--- config.mk ---
export PLATFORM = sky130hd
export DESIGN_NAME = ibex_pmp_check_arbiter
export DESIGN_NICKNAME = d
export VERILOG_FILES = /design/src/rtl/ibex_pmp_check_arbiter.sv
export SDC_FILE = /design/constraint.sdc
export NUM_CORES = 1
export LEC_CHECK = 0
export ABC_AREA = 1
export CAP_MARGIN = 20
export CORE_MARGIN = 5
export CORE_UTILIZATION = 35
export CTS_BUF_LIST = sky130_fd_sc_hd__clkbuf_8
export DETAILED_ROUTE_END_ITERATION = 10
export PLACE_DENSITY = 0.66
export SLEW_MARGIN = 20
export SYNTH_ARGS = -nofsm -noshare
export SYNTH_HDL_FRONTEND = slang
export SYNTH_SLANG_ARGS = --single-unit
--- constraint.sdc ---
create_clock -name clk_i -period 3.7 [get_ports clk_i]
set_clock_uncertainty 0.05 [all_clocks]
set_input_delay 0.555 -clock clk_i [delete_from_list [all_inputs] [get_ports clk_i]]
set_output_delay 0.555 -clock clk_i [all_outputs]
set_load 0.005 [all_outputs]
--- src/rtl/ibex_pmp_check_arbiter.sv ---
// ibex_pmp_check_arbiter
// Shares one ibex_pmp check channel between NumReq requesters. Requests are
// granted round-robin, and each winner's address, type and privilege are
// registered and driven to the PMP channel. The PMP error result is latched
// and returned over a held response handshake. A saturating counter tracks
// the number of denied checks.
//
// Ports:
//   clk_i, rst_i           clock, synchronous active-high reset
//   req_valid_i/ready_o    per-requester request handshake (ready one-hot, combinational)
//   req_addr/type/priv_i   packed per-requester request payloads
//   csr_update_i           PMP CSR write pulse; discards the current check result
//   pmp_req_*_o            registered request towards the PMP channel
//   pmp_req_err_i          combinational PMP result
//   rsp_valid_o/ready_i    per-requester response handshake (valid one-hot)
//   rsp_err_o              latched denial flag
//   denied_cnt_o           saturating count of denied responses
//   busy_o                 arbiter is not idle
module ibex_pmp_check_arbiter #(
    parameter int unsigned NumReq = 3,
    parameter int unsigned CntW   = 16
) (
    input  logic                 clk_i,
    input  logic                 rst_i,
    input  logic [NumReq-1:0]    req_valid_i,
    output logic [NumReq-1:0]    req_ready_o,
    input  logic [NumReq*34-1:0] req_addr_i,
    input  logic [NumReq*2-1:0]  req_type_i,
    input  logic [NumReq*2-1:0]  req_priv_i,
    input  logic                 csr_update_i,
    output logic [33:0]          pmp_req_addr_o,
    output logic [1:0]           pmp_req_type_o,
    output logic [1:0]           pmp_priv_mode_o,
    input  logic                 pmp_req_err_i,
    output logic [NumReq-1:0]    rsp_valid_o,
    output logic                 rsp_err_o,
    input  logic [NumReq-1:0]    rsp_ready_i,
    output logic [CntW-1:0]      denied_cnt_o,
    output logic                 busy_o
);

    localparam int unsigned AddrW = 34;
    localparam int unsigned PtrW  = (NumReq > 1) ? $clog2(NumReq) : 1;

    typedef enum logic [1:0] {
        IDLE  = 2'd0,
        CHECK = 2'd1,
        RESP  = 2'd2
    } state_e;

    state_e              state_q, state_d;
    logic [PtrW-1:0]     rr_ptr_q, rr_ptr_d;
    logic [NumReq-1:0]   gnt_oh_q, gnt_oh_d;
    logic [AddrW-1:0]    addr_q, addr_d;
    logic [1:0]          type_q, type_d;
    logic [1:0]          priv_q, priv_d;
    logic                rsp_err_q, rsp_err_d;
    logic [NumReq-1:0]   rsp_valid_q, rsp_valid_d;
    logic [CntW-1:0]     denied_cnt_q, denied_cnt_d;

    logic                win_found;
    logic [PtrW-1:0]     win_idx;
    logic [NumReq-1:0]   win_oh;

    // Round-robin pick: first pass covers [rr_ptr, NumReq), second pass wraps.
    always_comb begin
        win_found = 1'b0;
        win_idx   = '0;
        for (int unsigned i = 0; i < NumReq; i++) begin
            if (!win_found && req_valid_i[i] && (PtrW'(i) >= rr_ptr_q)) begin
                win_found = 1'b1;
                win_idx   = PtrW'(i);
            end
        end
        for (int unsigned i = 0; i < NumReq; i++) begin
            if (!win_found && req_valid_i[i]) begin
                win_found = 1'b1;
                win_idx   = PtrW'(i);
            end
        end
        win_oh = '0;
        for (int unsigned i = 0; i < NumReq; i++) begin
            if (win_found && (win_idx == PtrW'(i))) begin
                win_oh[i] = 1'b1;
            end
        end
    end

    // Grant is offered in the same cycle the request is seen, only while idle.
    assign req_ready_o = (!rst_i && (state_q == IDLE)) ? win_oh : '0;

    // Next-state and datapath update.
    always_comb begin
        state_d      = state_q;
        rr_ptr_d     = rr_ptr_q;
        gnt_oh_d     = gnt_oh_q;
        addr_d       = addr_q;
        type_d       = type_q;
        priv_d       = priv_q;
        rsp_err_d    = rsp_err_q;
        rsp_valid_d  = rsp_valid_q;
        denied_cnt_d = denied_cnt_q;

        case (state_q)
            IDLE: begin
                if (win_found) begin
                    for (int unsigned i = 0; i < NumReq; i++) begin
                        if (win_oh[i]) begin
                            addr_d = req_addr_i[i*AddrW +: AddrW];
                            type_d = req_type_i[i*2 +: 2];
                            priv_d = req_priv_i[i*2 +: 2];
                        end
                    end
                    gnt_oh_d = win_oh;
                    rr_ptr_d = (win_idx == PtrW'(NumReq - 1)) ? '0 : win_idx + PtrW'(1);
                    state_d  = CHECK;
                end
            end
            CHECK: begin
                // A CSR write makes this cycle's PMP result stale; retry next cycle.
                if (!csr_update_i) begin
                    rsp_err_d   = pmp_req_err_i;
                    rsp_valid_d = gnt_oh_q;
                    state_d     = RESP;
                end
            end
            RESP: begin
                if (|(rsp_ready_i & gnt_oh_q)) begin
                    rsp_valid_d = '0;
                    state_d     = IDLE;
                    if (rsp_err_q && (denied_cnt_q != '1)) begin
                        denied_cnt_d = denied_cnt_q + CntW'(1);
                    end
                end
            end
            default: begin
                rsp_valid_d = '0;
                state_d     = IDLE;
            end
        endcase
    end

    // State and datapath registers.
    always_ff @(posedge clk_i) begin
        if (rst_i) begin
            state_q      <= IDLE;
            rr_ptr_q     <= '0;
            gnt_oh_q     <= '0;
            addr_q       <= '0;
            type_q       <= '0;
            priv_q       <= 2'b00;
            rsp_err_q    <= 1'b0;
            rsp_valid_q  <= '0;
            denied_cnt_q <= '0;
        end else begin
            state_q      <= state_d;
            rr_ptr_q     <= rr_ptr_d;
            gnt_oh_q     <= gnt_oh_d;
            addr_q       <= addr_d;
            type_q       <= type_d;
            priv_q       <= priv_d;
            rsp_err_q    <= rsp_err_d;
            rsp_valid_q  <= rsp_valid_d;
            denied_cnt_q <= denied_cnt_d;
        end
    end

    assign pmp_req_addr_o  = addr_q;
    assign pmp_req_type_o  = type_q;
    assign pmp_priv_mode_o = priv_q;
    assign rsp_valid_o     = rsp_valid_q;
    assign rsp_err_o       = rsp_err_q;
    assign denied_cnt_o    = denied_cnt_q;
    assign busy_o          = (state_q != IDLE);

endmodule

**Word-level counts from Yosys, hierarchy flattened**

Cells that the tools add are included.
Widths: inputs -> output; s select.

- Register bits after elaboration: 65
- Word-level logic and storage cells: 87
- Output and inout bits: 62
- Bits of input ports: 124

- Equal/unequal tests: 8
- Bitwise logic cells: 3
- Order comparisons: 3
- Reductions and logical operators: 30
- $add $sub $neg: 2
- Muxes and demuxes: 32

Operators with widths:

| kind | count |
|---|---|
| $mux 34 | 3 |
| $mux 2 | 14 |
| $add 16x1->16 const B | 1 |
| $ne 16x16->1 const B | 1 |
| $logic_and 1x1->1 | 13 |
| $reduce_and 3->1 | 4 |
| $mux 1 | 10 |
| $mux 3 | 3 |
| $pmux 3 s3 | 1 |
| $logic_not 1->1 | 6 |
| $ne 2x2->1 const B | 3 |
| $pmux 2 s3 | 1 |
| $eq 2x1->1 const B | 2 |
| $eq 2x2->1 const B | 2 |
| $ge 1x2->1 const A | 2 |
| $logic_not 2->1 | 2 |
| $reduce_and 2->1 | 2 |
| $and 3x3->3 | 1 |
| $reduce_bool 3->1 | 1 |
| $reduce_or 3->1 | 1 |
| $add 2x1->2 const B | 1 |
| $ge 2x2->1 const A | 1 |
| $not 1->1 | 2 |
| $reduce_bool 2->1 | 1 |

**Logic depth before layout (Yosys ltp)**

- Word-level depth: 26
- Gate-level depth with buffers: 11
- Mapped depth without buffers: 9

**Worst setup path after synthesis**

Ideal clock, no wire load.

- Path kind: input to output
- From: input req_valid_i[1]
- To: output req_ready_o[2]
- Setup slack: 1.595 ns
- Data arrival time: 1.500 ns
- Buffers on the path: 3
- Required time: 3.095 ns
- Cell stages on the path: 8
- Cell sequence: buf_2 -> a21oi_4 -> nand4_1 -> nand2_2 -> buf_6 -> buf_6 -> nand2_1 -> nor2_1

- Longest elaborated chain between the ends: 20
- Elaborated cells between the ends (all ways): 25
- Those cells by class: 1 x eq/ne; 12 x mux; 12 x reduce/logical

Ends and longest elaborated chain:

| element | line | RTL |
|---|---|---|
| from (decl) | 25 | `input logic [NumReq-1:0] req_valid_i,` |
| $logic_and 1x1->1 (2 in a row) | 70 | `if (!win_found && req_valid_i[i] && (PtrW'(i) >= rr_ptr_q)) begin` |
| $mux 1 | 70 |  |
| $logic_not 1->1 | 70 |  |
| $logic_and 1x1->1 (2 in a row) | 70 |  |
| $mux 1 | 70 |  |
| $logic_not 1->1 | 76 | `if (!win_found && req_valid_i[i]) begin` |
| $logic_and 1x1->1 | 76 |  |
| $mux 1 | 76 |  |
| [... 2 more ...] | -- |  |
| $mux 1 | 76 |  |
| $logic_not 1->1 | 76 |  |
| $logic_and 1x1->1 | 76 |  |
| $mux 2 | 76 |  |
| $eq 2x2->1 | 83 | `if (win_found && (win_idx == PtrW'(i))) begin` |
| $logic_and 1x1->1 * | 83 |  |
| $mux 1 * | 83 |  |
| $mux 3 * | 90 | `assign req_ready_o = (!rst_i && (state_q == IDLE)) ? win_oh : '0;` |
| to (decl) | 26 | `output logic [NumReq-1:0] req_ready_o,` |

Mark *: on every way between the ends. The rest lies on a longest branch, timed or not.

**Worst setup path after layout**

- From: input req_valid_i[2]
- To: output req_ready_o[0]

- Longest elaborated chain between the ends: 16
- Elaborated cells between the ends (all ways): 20
- Those cells by class: 10 x mux; 10 x reduce/logical

Ends and longest elaborated chain:

| element | line |
|---|---|
| $logic_and 1x1->1 (2 in a row) | 70 |
| $mux 1 | 70 |
| $logic_not 1->1 | 76 |
| $logic_and 1x1->1 | 76 |
| $mux 1 | 76 |
| $logic_not 1->1 | 76 |
| $logic_and 1x1->1 | 76 |
| $mux 1 | 76 |
| $logic_not 1->1 | 76 |
| $logic_and 1x1->1 | 76 |
| $mux 2 | 76 |
| $logic_not 2->1 | 83 |
| $logic_and 1x1->1 * | 83 |
| $mux 1 * | 83 |
| $mux 3 * | 90 |

Marks and branches as above.

==> reports/results.txt <==
Outcome -> complete, no violations
Top Ports -> 186
Post-DP HPWL -> 10,050 µm
# nets final -> 1,017
Number of clock sinks -> 65
Launch point of the worst reg-to-reg path -> rr_ptr_q[1]$_SDFFE_PP0P_
Top delay family on crit path -> buffers and inverters
Delay of the slowest cell on the worst path -> 580 ps
First-pass GRT wire length -> 22,830 µm
Clk root buf -> clkbuf_8
# resized after CTS -> 0
RSZ-0062 raised after global routing -> no
Hold Path Cell Cnt -> 2
Post-layout minimum cycle time -> 2900 ps
Syn Area/Cell -> 5.848 µm²
Synth Instances -> 729
Combinational Power Share -> 33.5%
Share of cells above drive strength 1 -> 6.020%
Max stage delay cell, worst path -> clkdlybuf4s50_1
Total Neg Setup Slack -> 0 ps
Via/cell ratio -> 4.647
Synth Warn # -> 0
Antenna violations before repair -> 0
Num CTS Buffers -> 9
Switching share of power -> 31.50%
Sequential power share -> 36.4%
Final Setup Violations -> 0
DR iter-0 viols -> 267
FP Rows -> 40
Max Cap Viol -> 0
Worst-margin pin slew -> 740.1 ps
Core area -> 11,960 µm²
Clock Path Buffers -> 2
Routed wire length -> 13,750 µm
Detail Route Antenna Nets -> 0
CTS Hold Bufs -> 0
Die area -> 14,490 µm²
Placer Congestion -> 0.8645
Pwr Density -> 356.0 nW/µm²
Vias in the first global route -> 4,778
Synth cell types -> 29
First-pass iteration count of the detailed router -> 4
Die W -> 120.4 µm
Grt total ovfl -> 0
Largest net degree at the start of global routing -> 78
H-tree depth -> 3
Starting density of the core -> 35.64%
CTS tree -> yes
Max Slew Vio Count -> 0
FF-to-FF path depth -> 9
Critical Path RT -> 3090 ps
Fillers -> 1,252
Post-Synthesis Cell Area -> 4263 µm²
ANT cells -> 0
Crit-path cells -> clkdlybuf4s50_1, nand2_2, nand4_1, nand2_2, nor2_1, nand2_1, nor2_1, clkdlybuf4s50_1
Critical path arrival -> 2300 ps
R2r endpoint -> pmp_req_addr_o[26]$_SDFFE_PP0P_
Area of the multi-input gates -> 2320 µm²
Relative slew slack -> 50.66%
Fmax -> 344.8 MHz
Drt drc -> 0
Internal power contribution -> 0.001541 W
Synthesis-stage register bit count -> 65
Die height -> 120.4 µm
Setup CP Type -> input port to primary output
Area grow syn2layout -> 48.28%
Min-Delay Path Class -> register to register
Pleak -> 2.919 nW
Total GRT Usage -> 19.43%
Buffer count from post-CTS setup fixing -> 0
Routed len/inst -> 13.17 µm
Clock transition at path regs -> 80 ps
Worst R2R Setup Slack -> 1640 ps
Period utilization -> 78.38%
Switch Pwr -> 0.0007089 W
Hold_sp -> rsp_err_o$_SDFFE_PP0P_
Hold Path End -> rsp_err_o$_SDFFE_PP0P_
Hold WS -> 444.2 ps
Clock power frac -> 30.1%
Mapped Nets -> 854
Register area share after synthesis -> 30.53%
CP bufs+invs -> 2
Register area -> 1301 µm²
Maximum vdd drop -> 0.0001626 V
Critical Path Source Type -> input port
Critical path peak fanout -> 7
Hold Vio Cnt, Final -> 0
Crit. End Element -> primary output
Port buffer count -> 185
Routed vias -> 4,851
Skew-Pair Late Insertion Delay -> 350 ps
layout make-up:
cell class	instances	share of cell area (%)
Multi-Input combinational cell	519	36.70
Timing Repair Buffer	193	30.17
Sequential cell	65	20.59
Inverter	104	6.176
Tap cell	147	2.910
Clock buffer	9	1.960
Clock inverter	7	1.504
synthesized netlist by cell type:
master    number  area [µm²]
buf_6          9       101.4
o21ai_1        1       5.000
nand3_2        1       10.01
nand3_1       99       495.5
o31ai_1        1       7.510
inv_2          1       3.750
nand2_2        4       25.02
buf_4          4       30.03
dfxtp_1       65        1301
xor2_1         5       43.79
nor2_2        20       125.1
nand2_1      183       686.9
nor3_1         2       10.01
inv_1        102       382.9
a21oi_1       21       105.1
o21ai_0       44       220.2
ha_1           1       12.51
nor2_1       125       469.2
a21oi_4        1       16.27
nor2_4         1       11.26
nand4_2        1       12.51
clkinv_1       1       3.750
clkbuf_1      15       56.30
nand4_1        5       31.28
clkbuf_2       1       5.000
xnor2_1        3       26.28
buf_1          1       3.750
o22ai_1        1       6.260
buf_2         11       55.05
layer usage:
metal / vias up / track usage (%) / part of all wire [%] / routed length, µm
met2: 157 / 33.43 / 46 / 6374
met1: 2100 / 21.25 / 40 / 5554
li1: 2574 / - / - / -
met5: - / 0 / 0 / 0
met3: 20 / 8.840 / 11 / 1526
met4: 0 / 6.374 / 2.1 / 295
tightest hold or removal path, cell delays in order (launching register included):
cell and delay, ps:
dfxtp_1 330, nand2_1 70, a21oi_1 50
how the worst max path moves through the flow:
stage | startpoint | endpoint | cells past startpoint
after detailed placement | req_valid_i[2] | req_ready_o[0] | 8
after floorplan | req_valid_i[1] | req_ready_o[2] | 8
after global placement | req_valid_i[2] | req_ready_o[0] | 8
final | req_valid_i[2] | req_ready_o[0] | 8
after CTS | req_valid_i[2] | req_ready_o[0] | 8
after global routing | req_valid_i[2] | req_ready_o[0] | 8
cell usage in the layout (no fill, tap or decap), types with 2 or more instances in the layout:
master and n:
clkinv_4 2, inv_1 102, dfxtp_1 65, nand3_1 99
nor2_2 20, nor3_1 2, nor2_1 125, clkdlybuf4s50_1 184
nand2_1 183, buf_4 8, nand2_2 4, a21oi_1 21
o21ai_0 44, xor2_1 5, bufinv_16 2, nand4_1 5
clkbuf_8 9, clkinv_2 2, xnor2_1 3
power groups by stage:
stage	clock network, W	registers [W]	logic (W)
2_1_floorplan	0	0.000837	0.000414
3_3_place_gp	0	0.000833	0.000761
3_5_place_dp	0	0.000835	0.000762
4_1_cts	0.000696	0.000821	0.000766
5_1_grt	0.000721	0.000830	0.000856
6_report	0.000676	0.000819	0.000755
cell families (layout without fill, tap and decap cells):
| family | Yosys count | count (layout) | share of synthesized area (%) |
|---|---|---|---|
| fa+ha+maj | 1 | 1 | 0.2935 |
| buf+inv | 145 | 313 | 15.06 |
| simple gates | 441 | 441 | 44.03 |
| flops | 65 | 65 | 30.53 |
| compound gates | 69 | 69 | 8.453 |
| xor+xnor | 8 | 8 | 1.644 |
metrics by stage:
stage               setup WS (ps)  cells  utilization, %  area (µm²)  total power, W
floorplan                    1595    729               -        4263        0.001252
global placement            844.6   1028           51.01        6102        0.001594
detailed placement          791.8   1028           51.01        6102        0.001597
CTS                         794.1   1044           52.85        6321        0.002282
global route                676.3   1044           52.85        6321        0.002406
finish                      799.9   1044           52.85        6321        0.002250
registers in the layout, summed over array words and instances, names as in the netlist:
name             flops
denied_cnt_o        16
gnt_oh_q             3
pmp_priv_mode_o      2
pmp_req_addr_o      34
pmp_req_type_o       2
rr_ptr_q             2
rsp_err_o            1
rsp_valid_o          3
state_q              2
(Power assumes the default switching activity.)
